$ cat src/rtl/ras_resolve_if.sv
// Fetch/execute handshake bundle for the RAS prediction resolver.
interface ras_resolve_if #(
  parameter int unsigned XLEN  = 32,
  parameter int unsigned PTR_W = 3,
  parameter int unsigned DEPTH = 4,
  parameter int unsigned CNT_W = 16
);
  localparam int unsigned CW = $clog2(DEPTH) + 1;

  logic             pred_valid;
  logic             pred_is_call;
  logic             pred_is_return;
  logic [XLEN-1:0]  pred_target;
  logic [PTR_W-1:0] pred_ptr;
  logic             pred_ready;
  logic             res_valid;
  logic [XLEN-1:0]  res_target;
  logic             res_ready;
  logic             flush;
  logic             mispredict;
  logic [XLEN-1:0]  redirect_pc;
  logic             restore_en;
  logic [PTR_W-1:0] restore_ptr;
  logic [CW-1:0]    count;
  logic [CNT_W-1:0] mispredict_cnt;

  modport master (
    output pred_valid, pred_is_call, pred_is_return, pred_target, pred_ptr,
    output res_valid, res_target, flush,
    input  pred_ready, res_ready, mispredict, redirect_pc, restore_en,
    input  restore_ptr, count, mispredict_cnt
  );

  modport slave (
    input  pred_valid, pred_is_call, pred_is_return, pred_target, pred_ptr,
    input  res_valid, res_target, flush,
    output pred_ready, res_ready, mispredict, redirect_pc, restore_en,
    output restore_ptr, count, mispredict_cnt
  );
endinterface

$ cat src/rtl/ras_resolve.sv
// In-order resolver for RAS call/return predictions: FIFO of in-flight
// entries, compared at execute; mismatches redirect and restore the RAS pointer.
module ras_resolve #(
  parameter int unsigned XLEN  = 32,
  parameter int unsigned PTR_W = 3,
  parameter int unsigned DEPTH = 4,
  parameter int unsigned CNT_W = 16
) (
  input  logic         clk,
  input  logic         reset,
  ras_resolve_if.slave bus
);
  localparam int unsigned AW = $clog2(DEPTH);
  localparam int unsigned CW = AW + 1;

  typedef struct packed {
    logic             is_call;
    logic             is_return;
    logic [XLEN-1:0]  target;
    logic [PTR_W-1:0] ptr;
  } entry_t;

  entry_t           mem [DEPTH];
  logic [AW-1:0]    rd_ptr;
  logic [AW-1:0]    wr_ptr;
  logic [CW-1:0]    count_q;
  logic             mis_q;
  logic             ren_q;
  logic [XLEN-1:0]  redirect_q;
  logic [PTR_W-1:0] rptr_q;
  logic [CNT_W-1:0] mcnt_q;

  logic             full;
  logic             empty;
  logic             enq;
  logic             deq;
  logic             miss;
  entry_t           head;
  logic [PTR_W-1:0] fix_ptr;

  // Handshake decode and pointer fix-up for the oldest entry
  always_comb begin
    full    = (count_q == CW'(DEPTH));
    empty   = (count_q == '0);
    enq     = bus.pred_valid && !full && (bus.pred_is_call || bus.pred_is_return);
    deq     = bus.res_valid && !empty;
    head    = mem[rd_ptr];
    miss    = deq && (head.target != bus.res_target);
    fix_ptr = head.ptr;
    if (head.is_call)        fix_ptr = head.ptr + PTR_W'(1);
    else if (head.is_return) fix_ptr = head.ptr - PTR_W'(1);
  end

  assign bus.pred_ready     = !full;
  assign bus.res_ready      = !empty;
  assign bus.count          = count_q;
  assign bus.mispredict     = mis_q;
  assign bus.restore_en     = ren_q;
  assign bus.redirect_pc    = redirect_q;
  assign bus.restore_ptr    = rptr_q;
  assign bus.mispredict_cnt = mcnt_q;

  // Entry storage needs no reset: pointers and count gate every read
  always_ff @(posedge clk) begin
    if (enq) mem[wr_ptr] <= '{bus.pred_is_call, bus.pred_is_return, bus.pred_target, bus.pred_ptr};
  end

  // Flush beats resolve; a mismatch empties the queue and drops any same-cycle enqueue
  always_ff @(posedge clk or posedge reset) begin
    if (reset) begin
      rd_ptr     <= '0;
      wr_ptr     <= '0;
      count_q    <= '0;
      mis_q      <= 1'b0;
      ren_q      <= 1'b0;
      redirect_q <= '0;
      rptr_q     <= '0;
      mcnt_q     <= '0;
    end else begin
      mis_q <= 1'b0;
      ren_q <= 1'b0;
      if (bus.flush) begin
        rd_ptr  <= '0;
        wr_ptr  <= '0;
        count_q <= '0;
      end else if (miss) begin
        rd_ptr     <= '0;
        wr_ptr     <= '0;
        count_q    <= '0;
        mis_q      <= 1'b1;
        ren_q      <= 1'b1;
        redirect_q <= bus.res_target;
        rptr_q     <= fix_ptr;
        if (!(&mcnt_q)) mcnt_q <= mcnt_q + CNT_W'(1);
      end else begin
        if (enq) wr_ptr <= wr_ptr + AW'(1);
        if (deq) rd_ptr <= rd_ptr + AW'(1);
        case ({enq, deq})
          2'b10:   count_q <= count_q + CW'(1);
          2'b01:   count_q <= count_q - CW'(1);
          default: count_q <= count_q;
        endcase
      end
    end
  end
endmodule

$ cat src/flat_wrapper.sv
// flat-port wrapper written by rule: the top's interface ports become plain ports
module ras_resolve_flat 
#(
  parameter int unsigned XLEN  = 32,
  parameter int unsigned PTR_W = 3,
  parameter int unsigned DEPTH = 4,
  parameter int unsigned CNT_W = 16
)
  (clk, reset, bus_pred_valid, bus_pred_is_call, bus_pred_is_return, bus_pred_target, bus_pred_ptr, bus_res_valid, bus_res_target, bus_flush, bus_pred_ready, bus_res_ready, bus_mispredict, bus_redirect_pc, bus_restore_en, bus_restore_ptr, bus_count, bus_mispredict_cnt);
  ras_resolve_if #(.XLEN(XLEN), .PTR_W(PTR_W), .DEPTH(DEPTH), .CNT_W(CNT_W)) bus_i ();
  input  logic clk;
  input  logic reset;
  input wire logic [$bits(bus_i.pred_valid)-1:0] bus_pred_valid;
  input wire logic [$bits(bus_i.pred_is_call)-1:0] bus_pred_is_call;
  input wire logic [$bits(bus_i.pred_is_return)-1:0] bus_pred_is_return;
  input wire logic [$bits(bus_i.pred_target)-1:0] bus_pred_target;
  input wire logic [$bits(bus_i.pred_ptr)-1:0] bus_pred_ptr;
  input wire logic [$bits(bus_i.res_valid)-1:0] bus_res_valid;
  input wire logic [$bits(bus_i.res_target)-1:0] bus_res_target;
  input wire logic [$bits(bus_i.flush)-1:0] bus_flush;
  output wire logic [$bits(bus_i.pred_ready)-1:0] bus_pred_ready;
  output wire logic [$bits(bus_i.res_ready)-1:0] bus_res_ready;
  output wire logic [$bits(bus_i.mispredict)-1:0] bus_mispredict;
  output wire logic [$bits(bus_i.redirect_pc)-1:0] bus_redirect_pc;
  output wire logic [$bits(bus_i.restore_en)-1:0] bus_restore_en;
  output wire logic [$bits(bus_i.restore_ptr)-1:0] bus_restore_ptr;
  output wire logic [$bits(bus_i.count)-1:0] bus_count;
  output wire logic [$bits(bus_i.mispredict_cnt)-1:0] bus_mispredict_cnt;
  assign bus_i.pred_valid = bus_pred_valid;
  assign bus_i.pred_is_call = bus_pred_is_call;
  assign bus_i.pred_is_return = bus_pred_is_return;
  assign bus_i.pred_target = bus_pred_target;
  assign bus_i.pred_ptr = bus_pred_ptr;
  assign bus_i.res_valid = bus_res_valid;
  assign bus_i.res_target = bus_res_target;
  assign bus_i.flush = bus_flush;
  assign bus_pred_ready = bus_i.pred_ready;
  assign bus_res_ready = bus_i.res_ready;
  assign bus_mispredict = bus_i.mispredict;
  assign bus_redirect_pc = bus_i.redirect_pc;
  assign bus_restore_en = bus_i.restore_en;
  assign bus_restore_ptr = bus_i.restore_ptr;
  assign bus_count = bus_i.count;
  assign bus_mispredict_cnt = bus_i.mispredict_cnt;
  ras_resolve #(.XLEN(XLEN), .PTR_W(PTR_W), .DEPTH(DEPTH), .CNT_W(CNT_W)) u_core (.clk(clk), .reset(reset), .bus(bus_i));
endmodule
$ cat config.mk
export PLATFORM = sky130hd
export DESIGN_NAME = ras_resolve_flat
export DESIGN_NICKNAME = d
export VERILOG_FILES = /design/src/rtl/ras_resolve_if.sv /design/src/rtl/ras_resolve.sv /design/src/flat_wrapper.sv
export SDC_FILE = /design/constraint.sdc
export NUM_CORES = 1
export LEC_CHECK = 0
export ABC_AREA = 1
export BUFFER_PORTS_ARGS = -buffer_cell sky130_fd_sc_hd__buf_2
export CAP_MARGIN = 10
export CORE_ASPECT_RATIO = 1.5
export CORE_UTILIZATION = 40
export DETAILED_ROUTE_END_ITERATION = 8
export PLACE_DENSITY_LB_ADDON = 0.12
export SKIP_LAST_GASP = 1
export SLEW_MARGIN = 10
export SYNTH_ARGS = -nofsm -noshare
export SYNTH_HDL_FRONTEND = slang
export SYNTH_SLANG_ARGS = --single-unit
$ cat constraint.sdc
create_clock -name clk -period 3.51 [get_ports clk]
set_input_delay 0.351 -clock clk [delete_from_list [all_inputs] [get_ports clk]]
set_output_delay 0.351 -clock clk [all_outputs]
set_load 0.02 [all_outputs]
**After elaboration in Yosys (flattened, before gate mapping)**

Memories as Yosys holds them, arrays and structs flattened.
Index checks and enable logic that the tools add are counted.

- Bits in writable memories: 148
- Output and inout port bits: 58
- Register bits after elaboration: 59
- Memories kept: 1

- Add/sub/neg operators: 7
- Mux-type cells: 15
- Equal/unequal tests: 4
- Reduce and logical (&&, ||, !) cells: 14
- Bitwise logic cells: 2

Memory list:

| name | words | width | read ports | clocked after Yosys merged registers in | wr ports | line | text |
|---|---|---|---|---|---|---|---|
| u_core.mem | 4 | 37 | 1 | 0 | 1 | ras_resolve.sv:23 | `entry_t mem [DEPTH];` |

Operators by type and width:

| kind | number |
|---|---|
| $ne A32 B32 Y1 | 1 |
| $add A16 B1 Y16 const B | 1 |
| $reduce_and A16 Y1 | 1 |
| $mux W2 | 6 |
| $mux W3 | 4 |
| $add A3 B1 Y3 const B | 2 |
| $pmux W3 S2 | 1 |
| $reduce_bool A3 Y1 | 2 |
| $sub A3 B1 Y3 const B | 2 |
| $add A2 B1 Y2 const B | 2 |
| $logic_and A1 B1 Y1 | 4 |
| $mux W1 | 4 |
| $reduce_bool A4 Y1 | 1 |
| $eq A3 B3 Y1 const B | 1 |
| $logic_not A3 Y1 | 1 |
| $reduce_and A3 Y1 | 1 |
| $eq A2 B1 Y1 const B | 1 |
| $eq A2 B2 Y1 const B | 1 |
| $logic_not A1 Y1 | 2 |
| $not A1 Y1 | 2 |
| $reduce_and A2 Y1 | 1 |
| $logic_or A1 B1 Y1 | 1 |

**Depth between registers and ports, before layout**

- Word-level depth: 8
- Gate-level depth with buffers: 19

**Least setup slack after synthesis**

No wires, ideal clock.

- Path type: register -> register
- Start: register u_core.count_q[0], in the netlist u_core.bus.count[0]
- End: memory u_core.mem[0][0] (netlist name), enable pin
- Arrival time: 2.661 ns
- Period minus slack after synthesis: 3.093 ns
- Setup time: 0.431 ns
- Data required time: 3.079 ns
- Stages on the path, launching flop included: 5
- Slack: 0.417 ns
- Cells stage by stage: dfrtp_1 -> nor2_1 -> nand2_1 -> o211ai_1 -> nor2_1

- Word-level cells in the longest chain between the ends: 6

RTL lines:

| element | line | text |
|---|---|---|
| start, declared | ras_resolve.sv:26 | `logic [CW-1:0] count_q;` |
| start signal, assigned | ras_resolve.sv:99 | `2'b10: count_q <= count_q + CW'(1);` |
| start signal, assigned | ras_resolve.sv:100 | `2'b01: count_q <= count_q - CW'(1);` |
| start signal, assigned | ras_resolve.sv:101 | `default: count_q <= count_q;` |
| $eq A3 B3 Y1 | ras_resolve.sv:43 | `full = (count_q == CW'(DEPTH));` |
| $logic_not A1 Y1 | n/a |  |
| via bus_pred_ready | flat_wrapper.sv:21 | `output wire logic [$bits(bus_i.pred_ready)-1:0] bus_pred_ready;` |
| $logic_and A1 B1 Y1 (2 in a row) | ras_resolve.sv:45 | `enq = bus.pred_valid && !full && (bus.pred_is_call \|\| bus.pred_is_return);` |
| $mux W1 | ras_resolve.sv:65 | `if (enq) mem[wr_ptr] <= '{bus.pred_is_call, bus.pred_is_return, bus.pred_target, bus.pred_ptr};` |
| $mux W1 (not written as such) | ras_resolve.sv:65 |  |
| end, declared | ras_resolve.sv:23 |  |

The timed path passes the listed nets, and every way through them passes these cells.

**Worst setup path after layout**

- Start: register u_core.rd_ptr[0]
- End: register u_core.redirect_q[1], in the netlist u_core.bus.redirect_pc[1]

- Word-level cells in the longest chain between the ends: 4

RTL lines:

| element | line | text |
|---|---|---|
| start, declared | ras_resolve.sv:24 | `logic [AW-1:0] rd_ptr;` |
| start signal, assigned | ras_resolve.sv:97 | `if (deq) rd_ptr <= rd_ptr + AW'(1);` |
| $mem_v2 Z4 W37 | n/a |  |
| $ne A32 B32 Y1 | ras_resolve.sv:48 | `miss = deq && (head.target != bus.res_target);` |
| $logic_and A1 B1 Y1 | ras_resolve.sv:48 |  |
| $reduce_and A2 Y1 (no source line) | n/a |  |
| end signal, assigned | ras_resolve.sv:92 | `redirect_q <= bus.res_target;` |
| end, declared | ras_resolve.sv:29 | `logic [XLEN-1:0] redirect_q;` |

Every way passes these cells.
A chain may end at the register's enable or synchronous reset.

==> reports/results.ini <==
[timing]
worst_pin_slew_ns = 0.810
fin_setup_tns_ns = 0
setup_violations = 0
fmax_ghz = 0.349
min_period_ns = 2.86
slew_headroom_pct = 46.0
fin_skew_ns = 0.0109
grt_setup_unrepaired = no
timing.final.crit_share_pct = 81.6
timing.final.max_slew_violations = 0
finalHoldViolations = 0

[yosys]
seq_area_frac_synth_pct = 61.2
syn_area_um2 = 9680
ys_warn_count = 0
synth_seq_cells = 207
syn_nets = 1112
ys_dominant_reg_cell = edfxtp_1
avgSynthCellArea_um2 = 9.40
async_flop_share_pct = 28.5
synth.distinct_cells = 32
synth-edff-count = 148
syn_inst = 1030

[clocking]
clock_sinks = 207
clockBufferDepth = 3
cts_htree_levels = 1
ctsRootBufferMaster = clkbuf_16
ctsHoldBuffers = 0
clkSlewWorstSetupHoldPaths_ns = 0.07
cts_setup_buffers = 0
cts_tree = done
clkLatencyLatePin_ns = 0.50
ctsResizeCount = 0
cts_buffers = 21

[worst_setup_path]
crit_buf_inv = 2
path_delay_family = simple AND/OR/NAND/NOR gates
arrival_ns = 3.25
crit_path_max_incr_delay_ns = 0.48
cpMaxStageDelayCell = nand3_4
start_kind = flop
crit_chain = inv_2 -> buf_4 -> nand2_1 -> nand3_1 -> nand3b_1 -> nand3_1 -> nor2_1 -> nand2_1 -> nor2_1 -> nand2_2 -> nand3_4 -> nand2_1 -> nand2_1
path_max_fanout = 36
critPathKind = reg2reg
critPathRequiredTime_ns = 3.89
crit_top_cell = nand2_1
cp-end-kind = flop

[layout]
final_cell_mix = nand2_1, edfxtp_1, buf_2
finalNonFillerCells = 1492
drive_gt1_share_pct = 16.4
n_fill_cell = 2296
fin_nets = 1238
area_growth_pct = 18.2
final_common_cell = nand2_1

[global_route]
grt_max_degree = 77
antenna_found_initial = 2
grt_pass1_vias = 7076
grt_use_total_pct = 21.0
grt_pass1_wl_mm = 39.0
grt-ovfl-total = 0

[drt]
dr.pass1.iters = 7
wl_per_cell_um = 17.0
drc = 0
drt_iter0_markers = 494
wl_mm = 25.4
viasPerCell = 4.99
antenna_left = 0
vias = 7451

[floorplanning]
rows = 69
fp.dieH_um = 193
start_util_pct = 40.8
die_area_um2 = 24800
core_um2 = 23700
ioPinCount = 132
fp.dieW_um = 129

[outcome]
outcome = completed

[pwr]
leakagePower_uw = 0.00519
p_per_area_nw_per_um2 = 640
vdd.ir_drop.worst_mv = 0.356

[placed_design]
dp_cells = 1452
gp_congestion = 0.804
dp_hpwl_mm = 16.9
io_buffers = 131

[run]
drv_cap = 0

[hold_path]
hold_path.class = in2async

-- kinds of logic (layout without fill, tap and decap cells) --
family                     count (synthesis)  in the layout  share of synthesized area [%]
DFF                                      207            207                           61.2
and+or+nand+nor                          674            674                           29.7
other                                      0              2                              0
muxes                                      1              1                          0.116
AOI/OAI and AO/OA                         16             16                          0.983
xor gates and xnor gates                  20             20                           1.81
adders and majority gates                  8              8                           1.11
buffers and inverters                    104            245                           5.07
-- final timing paths --
path | start | end | slack [ns] | cells past startpoint
max in group asynchronous | reset | u_core.bus.redirect_pc[22]$_DFFE_PP0P_ | 2.64 | 3
min reg2reg | u_core.bus.restore_ptr[1]$_DFFE_PP0P_ | u_core.bus.restore_ptr[1]$_DFFE_PP0P_ | 0.47 | 2
max reg2reg | u_core.rd_ptr[0]$_DFFE_PP0P_ | u_core.bus.redirect_pc[1]$_DFFE_PP0P_ | 0.65 | 13
min in group clk | bus_pred_target[25] | u_core.mem[3][28]$_DFFE_PP_ | 0.06 | 1
max | u_core.rd_ptr[0]$_DFFE_PP0P_ | u_core.bus.redirect_pc[1]$_DFFE_PP0P_ | 0.65 | 13
min | reset | u_core.bus.mispredict_cnt[1]$_DFFE_PP0P_ | 0.006 | 2
-- cell type report --
type / instances / area (um2) / area share, %
Clock inverter: 16 / 201 / 1.76
Inverter: 58 / 218 / 1.90
Antenna cell: 2 / 5.00 / 0.0438
Sequential cell: 207 / 5920 / 51.8
Multi-Input combinational cell: 719 / 3300 / 28.8
Timing Repair Buffer: 149 / 866 / 7.57
Tap cell: 319 / 399 / 3.49
Clock buffer: 22 / 529 / 4.63
-- layer usage --
| metal | global-route usage [%] | wire length, um |
|---|---|---|
| met5 | 0 | 0 |
| met4 | 6.33 | 542 |
| met3 | 2.66 | 1350 |
| met2 | 37.9 | 13000 |
| met1 | 25.9 | 10500 |
-- sequential cells by signal, summed over array words and instances, names as in the netlist --
name,count
u_core.bus.restore_ptr,3
u_core.wr_ptr,2
u_core.bus.mispredict_cnt,16
u_core.bus.mispredict,1
u_core.mem,148
u_core.rd_ptr,2
u_core.bus.redirect_pc,32
u_core.bus.count,3
-- worst register-to-register path: cells and delay by family (launching register included) --
family                 cells  cell delay [ns]
buffers and inverters      2             0.66
DFF                        1             0.43
and+or+nand+nor           11             1.67
-- power breakdown --
group          leakage, uW  switching [uW]  total [uW]  internal, uW
sequential         0.00212             198        3230          3030
clock             0.000356             920        2380          1460
combinational      0.00271            1180        1710           530
-- through the flow --
stage	power, uW	util (%)	worst slack, ns	hold slack [ns]	cell area [um2]
3_3_place_gp	4990	45.1	0.668	0.451	10700
3_5_place_dp	5020	45.1	0.605	0.454	10700
4_1_cts	7400	48.2	0.593	0.0244	11400
5_1_grt	7730	48.2	0.365	0.0544	11400
6_report	7320	48.2	0.647	0.00567	11400
2_1_floorplan	4370	-	0.417	0.450	9680
-- synthesized netlist by cell type, drive strengths merged (2+ instances only) --
cell type  instances  share of area [%]
nand2            429                 17
nand3b             7               0.54
buf               38                2.5
nand4             54                3.5
o21ai              6               0.31
ha                 7               0.90
dfrtp             59                 15
edfxtp           148                 46
nor2              54                2.1
a21oi              4               0.21
o211ai             2               0.16
nand3            124                6.6
nor3               3               0.16
xnor2              7               0.63
clkbuf             8               0.31
xor2              13                1.2
and2               2               0.13
inv               58                2.2
Note: power is estimated with default switching activity, not from simulation.
